<file path="src/rtl/nubus_pkg.sv">
// Shared encodings for the NuBus slot bridge: access sizes, bridge states and slot-space nibble.
package nubus_pkg;

  localparam logic [3:0] SLOT_SPACE = 4'hF;

  localparam logic [1:0] SZ_BYTE = 2'b00;
  localparam logic [1:0] SZ_WORD = 2'b01;
  localparam logic [1:0] SZ_LONG = 2'b10;

  typedef enum logic [2:0] {
    ST_IDLE,
    ST_REQ_HI,
    ST_REL_HI,
    ST_REQ_LO,
    ST_REL_LO,
    ST_DONE,
    ST_ERR
  } bridge_state_e;

endpackage

</file>
<file path="src/rtl/nubus_slot_bridge.sv">
// CPU-to-NuBus minor-slot bridge: splits byte/word/long accesses into 16-bit select/ack_n
// card cycles, with per-edge timeout, bus error on misalignment, and a registered slot interrupt.
import nubus_pkg::*;

module nubus_slot_bridge #(
  parameter logic [3:0]  SLOT    = 4'hE,
  parameter int unsigned TIMEOUT = 255
) (
  input  logic        clk_i,
  input  logic        reset_i,
  input  logic        cpu_req_i,
  output logic        cpu_ready_o,
  input  logic [31:0] cpu_addr_i,
  input  logic [1:0]  cpu_size_i,
  input  logic        cpu_rw_n_i,
  input  logic [31:0] cpu_wdata_i,
  output logic [31:0] cpu_rdata_o,
  output logic        cpu_ack_o,
  output logic        cpu_berr_o,
  output logic [31:0] card_addr_o,
  output logic [15:0] card_wdata_o,
  output logic [1:0]  card_uds_lds_o,
  output logic        card_rw_n_o,
  output logic        card_select_o,
  input  logic [15:0] card_rdata_i,
  input  logic        card_ack_n_i,
  input  logic        card_nmrq_n_i,
  output logic        slot_irq_o
);

  localparam logic [7:0] TMO = 8'(TIMEOUT);

  bridge_state_e state_q, state_d;
  logic [1:0]  size_q, size_d;
  logic        rw_q, rw_d;
  logic [15:0] wlo_q, wlo_d;
  logic [31:0] rbuf_q, rbuf_d;
  logic [7:0]  timer_q, timer_d;
  logic [31:0] card_addr_q, card_addr_d;
  logic [15:0] card_wdata_q, card_wdata_d;
  logic [1:0]  card_be_q, card_be_d;
  logic        card_rw_q, card_rw_d;
  logic        card_sel_q, card_sel_d;
  logic [31:0] rdata_q, rdata_d;
  logic        ack_q, ack_d;
  logic        berr_q, berr_d;
  logic        ready_q;
  logic        irq_q;

  logic hit, is_long;
  assign hit     = cpu_addr_i[31:24] == {SLOT_SPACE, SLOT};
  assign is_long = size_q[1];

  always_comb begin
    state_d      = state_q;
    size_d       = size_q;
    rw_d         = rw_q;
    wlo_d        = wlo_q;
    rbuf_d       = rbuf_q;
    timer_d      = timer_q;
    card_addr_d  = card_addr_q;
    card_wdata_d = card_wdata_q;
    card_be_d    = card_be_q;
    card_rw_d    = card_rw_q;
    card_sel_d   = card_sel_q;
    rdata_d      = rdata_q;
    ack_d        = 1'b0;
    berr_d       = 1'b0;
    unique case (state_q)
      ST_IDLE: begin
        if (cpu_req_i && hit) begin
          size_d = cpu_size_i;
          rw_d   = cpu_rw_n_i;
          wlo_d  = cpu_wdata_i[15:0];
          rbuf_d = '0;
          if (cpu_size_i != SZ_BYTE && cpu_addr_i[0]) begin
            state_d = ST_ERR;
          end else begin
            state_d     = ST_REQ_HI;
            card_sel_d  = 1'b1;
            timer_d     = '0;
            card_addr_d = cpu_addr_i;
            card_rw_d   = cpu_rw_n_i;
            // Big-endian lanes: even byte rides on D[15:8] (uds), odd on D[7:0] (lds).
            case (cpu_size_i)
              SZ_BYTE: begin
                card_be_d    = cpu_addr_i[0] ? 2'b01 : 2'b10;
                card_wdata_d = {cpu_wdata_i[7:0], cpu_wdata_i[7:0]};
              end
              SZ_WORD: begin
                card_be_d    = 2'b11;
                card_wdata_d = cpu_wdata_i[15:0];
              end
              default: begin
                card_be_d    = 2'b11;
                card_wdata_d = cpu_wdata_i[31:16];
              end
            endcase
          end
        end
      end
      ST_REQ_HI, ST_REQ_LO: begin
        if (!card_ack_n_i) begin
          card_sel_d = 1'b0;
          timer_d    = '0;
          if (rw_q) begin
            if (state_q == ST_REQ_HI && is_long) rbuf_d[31:16] = card_rdata_i;
            else                                 rbuf_d[15:0]  = card_rdata_i;
          end
          state_d = (state_q == ST_REQ_HI) ? ST_REL_HI : ST_REL_LO;
        end else if (timer_q == TMO) begin
          card_sel_d = 1'b0;
          state_d    = ST_ERR;
        end else begin
          timer_d = timer_q + 8'd1;
        end
      end
      ST_REL_HI, ST_REL_LO: begin
        if (card_ack_n_i) begin
          if (state_q == ST_REL_HI && is_long) begin
            state_d      = ST_REQ_LO;
            card_sel_d   = 1'b1;
            timer_d      = '0;
            card_addr_d  = card_addr_q + 32'd2;
            card_wdata_d = wlo_q;
          end else begin
            state_d = ST_DONE;
          end
        end else if (timer_q == TMO) begin
          state_d = ST_ERR;
        end else begin
          timer_d = timer_q + 8'd1;
        end
      end
      ST_DONE: begin
        ack_d   = 1'b1;
        state_d = ST_IDLE;
        if (rw_q) begin
          case (size_q)
            SZ_BYTE: rdata_d = {24'b0, card_addr_q[0] ? rbuf_q[7:0] : rbuf_q[15:8]};
            SZ_WORD: rdata_d = {16'b0, rbuf_q[15:0]};
            default: rdata_d = rbuf_q;
          endcase
        end
      end
      ST_ERR: begin
        berr_d  = 1'b1;
        state_d = ST_IDLE;
      end
      default: state_d = ST_IDLE;
    endcase
  end

  always_ff @(posedge clk_i or posedge reset_i) begin
    if (reset_i) begin
      state_q      <= ST_IDLE;
      size_q       <= SZ_BYTE;
      rw_q         <= 1'b1;
      wlo_q        <= '0;
      rbuf_q       <= '0;
      timer_q      <= '0;
      card_addr_q  <= '0;
      card_wdata_q <= '0;
      card_be_q    <= 2'b00;
      card_rw_q    <= 1'b1;
      card_sel_q   <= 1'b0;
      rdata_q      <= '0;
      ack_q        <= 1'b0;
      berr_q       <= 1'b0;
      ready_q      <= 1'b1;
      irq_q        <= 1'b0;
    end else begin
      state_q      <= state_d;
      size_q       <= size_d;
      rw_q         <= rw_d;
      wlo_q        <= wlo_d;
      rbuf_q       <= rbuf_d;
      timer_q      <= timer_d;
      card_addr_q  <= card_addr_d;
      card_wdata_q <= card_wdata_d;
      card_be_q    <= card_be_d;
      card_rw_q    <= card_rw_d;
      card_sel_q   <= card_sel_d;
      rdata_q      <= rdata_d;
      ack_q        <= ack_d;
      berr_q       <= berr_d;
      ready_q      <= (state_d == ST_IDLE);
      irq_q        <= ~card_nmrq_n_i;
    end
  end

  assign cpu_ready_o    = ready_q;
  assign cpu_rdata_o    = rdata_q;
  assign cpu_ack_o      = ack_q;
  assign cpu_berr_o     = berr_q;
  assign card_addr_o    = card_addr_q;
  assign card_wdata_o   = card_wdata_q;
  assign card_uds_lds_o = card_be_q;
  assign card_rw_n_o    = card_rw_q;
  assign card_select_o  = card_sel_q;
  assign slot_irq_o     = irq_q;

endmodule

</file>
<file path="config.mk">
export PLATFORM = sky130hd
export DESIGN_NAME = nubus_slot_bridge
export DESIGN_NICKNAME = d
export VERILOG_FILES = /design/src/rtl/nubus_pkg.sv /design/src/rtl/nubus_slot_bridge.sv
export SDC_FILE = /design/constraint.sdc
export NUM_CORES = 1
export LEC_CHECK = 0
export ABC_AREA = 0
export CAP_MARGIN = 20
export CORE_ASPECT_RATIO = 1.1
export CORE_MARGIN = 8
export CORE_UTILIZATION = 47
export CTS_BUF_LIST = sky130_fd_sc_hd__clkbuf_2 sky130_fd_sc_hd__clkbuf_4 sky130_fd_sc_hd__clkbuf_8
export DETAILED_ROUTE_END_ITERATION = 10
export PLACE_DENSITY = 0.75
export SETUP_SLACK_MARGIN = 0.5
export SLEW_MARGIN = 10
export SYNTH_ARGS = -nofsm -noshare
export SYNTH_HDL_FRONTEND = slang
export SYNTH_SLANG_ARGS = --single-unit
</file>
<file path="constraint.sdc">
create_clock -name clk_i -period 5.3 [get_ports clk_i]
set_input_delay 1.325 -clock clk_i [delete_from_list [all_inputs] [get_ports clk_i]]
set_output_delay 1.325 -clock clk_i [all_outputs]
set_load 0.01 [all_outputs]
</file>
* Word-level counts from Yosys, hierarchy flattened
Index checks and enable logic that the tools add are counted.
** Storage, ports and cells
- Input bits :: 88
- Output and inout bits :: 88
- Flip-flop bits (word level) :: 150
- Word-level logic and storage cells :: 108
** Cells by class
- Equality and inequality tests :: 20
- Mux-type cells :: 45
- Reduce and logical (&&, ||, !) cells :: 22
- Bitwise operators :: 2
- $add $sub $neg :: 2
** Operator list (count)
- $mux W32 :: 7
- $pmux W32 S2 :: 3
- $mux W16 :: 6
- $pmux W16 S2 :: 2
- $mux W8 :: 7
- $add A32 B2 Y32 const B :: 1
- $pmux W8 S3 :: 1
- $mux W3 :: 7
- $eq A8 B8 Y1 const B :: 2
- $ne A2 B2 Y1 const B :: 8
- $reduce_and A5 Y1 :: 3
- $eq A3 B3 Y1 const B :: 3
- $pmux W3 S3 :: 1
- $add A8 B1 Y8 const B :: 1
- $mux W1 :: 8
- $eq A3 B2 Y1 const B :: 2
- $logic_not A3 Y1 :: 2
- $ne A3 B3 Y1 const B :: 2
- $reduce_and A6 Y1 :: 1
- $reduce_bool A2 Y1 :: 3
- $eq A2 B1 Y1 const B :: 2
- $logic_and A1 B1 Y1 :: 4
- $logic_not A2 Y1 :: 2
- $mux W2 :: 2
- 8 further kinds :: 11

* Depth between registers and ports, before layout
- Depth after elaboration :: 6
- Depth in mapped cells :: 8
- Mapped depth without buffers :: 6

* Least setup slack after synthesis
OpenSTA, ideal clock, no wires.
- Kind :: in2reg
- Start point :: input port cpu_size_i[1]
- End point :: register card_addr_q[24] (netlist: card_addr_o[24])
- Arrival :: 3104 ps
- Slack :: 2068 ps
- Stages on the path :: 8
- Cells stage by stage :: buf_6 -> o21a_1 -> or4_1 -> buf_2 -> a221o_1 -> buf_2 -> o21ai_0 -> o21ai_1
** On the way
- Cells in the longest elaborated chain, start to end :: 4
** Ends and longest elaborated chain
- start: declaration :: line nubus_slot_bridge.sv:14 : input logic [1:0] cpu_size_i,
- $reduce_bool A2 Y1 :: line nubus_slot_bridge.sv:76 : if (cpu_size_i != SZ_BYTE && cpu_addr_i[0]) begin
- $logic_and A1 B1 Y1 :: line nubus_slot_bridge.sv:76
- $ne A2 B2 Y1 (no source line)
- $reduce_and A5 Y1 (no source line)
- end signal: assignment :: line nubus_slot_bridge.sv:179 : card_addr_q <= card_addr_d;
- end: declaration :: line nubus_slot_bridge.sv:39 : logic [31:0] card_addr_q, card_addr_d;
No other way between the ends.
A chain may end at the register's enable or synchronous reset.

* Final worst setup path
- Start point :: input port cpu_size_i[0]
- End point :: register card_wdata_q[11] (netlist: card_wdata_o[11])
** On the way
- Cells in the longest elaborated chain, start to end :: 5
- Elaborated cells between the ends (all ways) :: 10
- Those cells by class :: 2 x eq/ne; 4 x mux; 4 x reduce/logical
** Ends and longest elaborated chain
- $eq A2 B1 Y1 / $logic_not A2 Y1 (equally long branches) :: line nubus_slot_bridge.sv:85 : case (cpu_size_i)
- $pmux W16 S2 :: line nubus_slot_bridge.sv:85
- $mux W16 :: line nubus_slot_bridge.sv:76
- $mux W16 :: line nubus_slot_bridge.sv:71 : if (cpu_req_i && hit) begin
- $pmux W16 S2 :: line nubus_slot_bridge.sv:69 : unique case (state_q)
- end signal: assignment :: line nubus_slot_bridge.sv:180 : card_wdata_q <= card_wdata_d;
- end: declaration :: line nubus_slot_bridge.sv:40 : logic [15:0] card_wdata_q, card_wdata_d;
Parallel ways exist; a longest one is shown, timed or not. The select of a mux whose other input is x is not followed.

==> impl_metrics.csv <==
group,metric,value,unit
route,totalWireLength,19800,um
timing,fmax,261,MHz
place,pre_cts_slack,981,ps
clocking,cts_buffer_depth,2,
synth,syn-num-nets,883,
worst_hold_path,hold_depth,2,
worst_setup_path,rrSetupSlack,2640,ps
finish,nFillCells,1323,
timing,slew_headroom,32.5,%
finish,nets,1041,
grt,gr-total-overflow,0,
run_status,status,"finished, final reports clean",
clocking,cts_hold_buffers,0,
floorplan,die_h,147,um
clocking,htreeDepth,4,
finish,syn2layout_area_growth,31.2,%
pwr,p_per_area,429,mW/mm^2
worst_setup_path,cp_max_fo,22,
worst_setup_path,r2r_cells,5,
synth,synth-edff-count,0,
worst_hold_path,min_from,"wlo_q[12]",
timing,tightest_slew,1010,ps
floorplan,ios,176,
clocking,clk_pin_slew,70,ps
floorplan,core,0.0155,mm^2
synth,syn_avg_cell_area,9.25,um^2
timing,report.final.slew_viol_count,0,
route,via_per_inst,5.46,
grt,grt_pass1_wl,32300,um
synth,synth.distinct_cells,61,
synth,yosysSeqAreaShare,51.2,%
floorplan,die_area,0.0199,mm^2
floorplan,dieWidth,135,um
grt,antenna_found_initial,0,
place,io_buffer_count,175,
worst_setup_path,cp-end-kind,"flip-flop",
finish,num_antenna_cells,0,
worst_setup_path,path_class,"input port to flip-flop",
synth,yosysWarnings,0,
pwr,leakagePower,4.18,nW
finish,stdcell_count,1164,
worst_setup_path,arrival,4210,ps
floorplan,rows,48,
route,post-route-drc-count,0,
clocking,cts.sinks,150,
grt,grt.total_usage,20.2,%
worst_setup_path,required,5670,ps
grt,grt_pass1_vias,6178,
clocking,clk_latency,450,ps
timing,setup_tns,0,ps
timing,setup-violations-final,0,
timing,post-route-min-period,3840,ps
finish,drive_above_1_share,10.1,%
worst_setup_path,r2r_end,"card_addr_o[27]",
floorplan,start_util,47.4,%
finish,multi_input_area,0.00335,mm^2
timing,whs,470,ps
timing,post-route-period-util,72.4,%
clocking,cts_tree,"done",
timing,hold_viol,0,
clocking,cts-resized-gates,0,
run,maxCapViolations,0,
timing,skew,11.1,ps
clocking,root_buffer,"clkbuf_8",
finish,layout_commonest_cell,"nand2_1",
synth,synthArstFlopShare,100,%
pwr,peakVddDrop,0.308,mV
worst_hold_path,hold_path_class,"flip-flop to flip-flop",
route,via_count,6358,
clocking,postCtsSetupBuffers,0,
route,ant_nets,0,
place,dp.final_hpwl,14300,um
worst_setup_path,critPathLaunchType,"input port",
grt,grt_start_max_net_pins,97,
worst_setup_path,reg2reg_from,"state_q[1]",
timing,fin_ws,1460,ps
finish,mostFrequentLayoutCells,"nand2_1 (186), clkdlybuf4s50_1 (175), dfrtp_1 (147), o21ai_0 (73), a21oi_1 (51)",
place,globalplace.congestion,0.852,
worst_hold_path,whs_endpoint,"wlo_q[12]",
synth,synth_ff_type,"dfrtp_1",
place,dp.cells,1131,
route,first_pass_iters,5,
timing,rsz0062_at_grt,"false",
synth,synth_area,0.00734,mm^2
route,drtIter0Drc,444,
finish,ff_latch_area,0.00376,mm^2
route,wl_per_cell,17.0,um
clocking,cts_inserted_buffers,17,
synth,ys_seq_elements,150,
synth,postSynthCellCount,793,
[synthesized netlist by cell type, drive strengths merged (3+ instances only)]
library cell	count	area, um^2
o21ai	78	390
a31oi	17	106
dfstp	3	78.8
a22o	3	26.3
or2	6	37.5
nor2	45	169
o31ai	4	30.0
and2	21	131
nand3	18	90.1
and3	6	37.5
o22a	6	52.6
clkbuf	36	135
nand3b	4	30.0
a21oi	52	264
buf	12	70.1
a21o	5	37.5
inv	9	33.8
dfrtp	147	3680
o211ai	4	30.0
nor3	6	40.0
o22ai	5	31.3
o21a	3	22.5
nand4	12	75.1
mux2	33	372
nand2	187	702
nor4	5	31.3
mux2i	25	250
and4	5	43.8
[through the flow]
| step | power, mW | utilization (%) | instance area (um^2) |
|---|---|---|---|
| 4_1_cts | 4.15 | 62.0 | 9610 |
| 2_1_floorplan | 2.65 | - | 7340 |
| 3_5_place_dp | 3.33 | 59.6 | 9240 |
| 3_3_place_gp | 3.29 | 59.6 | 9240 |
| 6_report | 4.13 | 62.1 | 9630 |
| 5_1_grt | 4.41 | 62.1 | 9630 |
[per-layer routing]
metal / vias to the layer above / wire (um) / GRT usage, %
met3: 20 / 1470 / 6.93
met5: - / 0 / 0
met1: 3043 / 8800 / 25.6
li1: 3100 / - / -
met2: 195 / 9280 / 31.6
met4: 0 / 274 / 6.73
[sequential cells by signal, indices dropped and copies added (netlist names), 2 cells and up]
| register | flops |
|---|---|
| state_q | 3 |
| wlo_q | 16 |
| card_wdata_o | 16 |
| cpu_rdata_o | 32 |
| size_q | 2 |
| timer_q | 8 |
| card_uds_lds_o | 2 |
| card_addr_o | 32 |
| rbuf_q | 32 |
[area by class of cell]
type / count / share of cell area (%)
flip-flops and latches: 150 / 39.0
well taps: 200 / 2.60
clock buffers: 21 / 2.74
inverters: 9 / 0.390
repair buffers: 187 / 19.4
clock inverters: 11 / 1.08
multi-input cells: 586 / 34.8
[power by group]
group / switching (mW) / internal [mW]
clock network: 0.430 / 0.391
logic: 0.894 / 0.765
registers: 0.269 / 1.38
total: 1.59 / 2.54
[worst max-delay path, cell delays in order]
cell	delay (ps)
clkdlybuf4s50_1	390
buf_4	200
o21a_1	210
or4_1	650
a221oi_4	880
buf_4	340
nor2_1	60
a31oi_1	140
[kinds of logic (layout without fill, tap and decap cells)]
group	after synthesis	count (layout)	share of synthesized area, %
AO/OA/AOI/OAI	200	200	16.7
XOR/XNOR	2	2	0.239
adder cells (fa/ha/maj)	2	2	0.341
buffers and inverters	57	228	3.26
flip-flops	150	150	51.2
multiplexers	58	58	8.47
AND/OR/NAND/NOR	324	324	19.8
[worst max-delay path by stage]
stage	endpoint	from	cells past startpoint	slack (ps)
floorplan	card_addr_o[24]	cpu_size_i[1]	8	2070
global placement	card_wdata_o[10]	cpu_size_i[0]	8	1060
detailed placement	card_wdata_o[13]	cpu_size_i[0]	8	980
CTS	card_wdata_o[11]	cpu_size_i[0]	8	1470
global route	card_addr_o[12]	cpu_size_i[0]	8	1300
finish	card_wdata_o[11]	cpu_size_i[0]	8	1460
No activity file was read; power rests on OpenSTA's default activity.
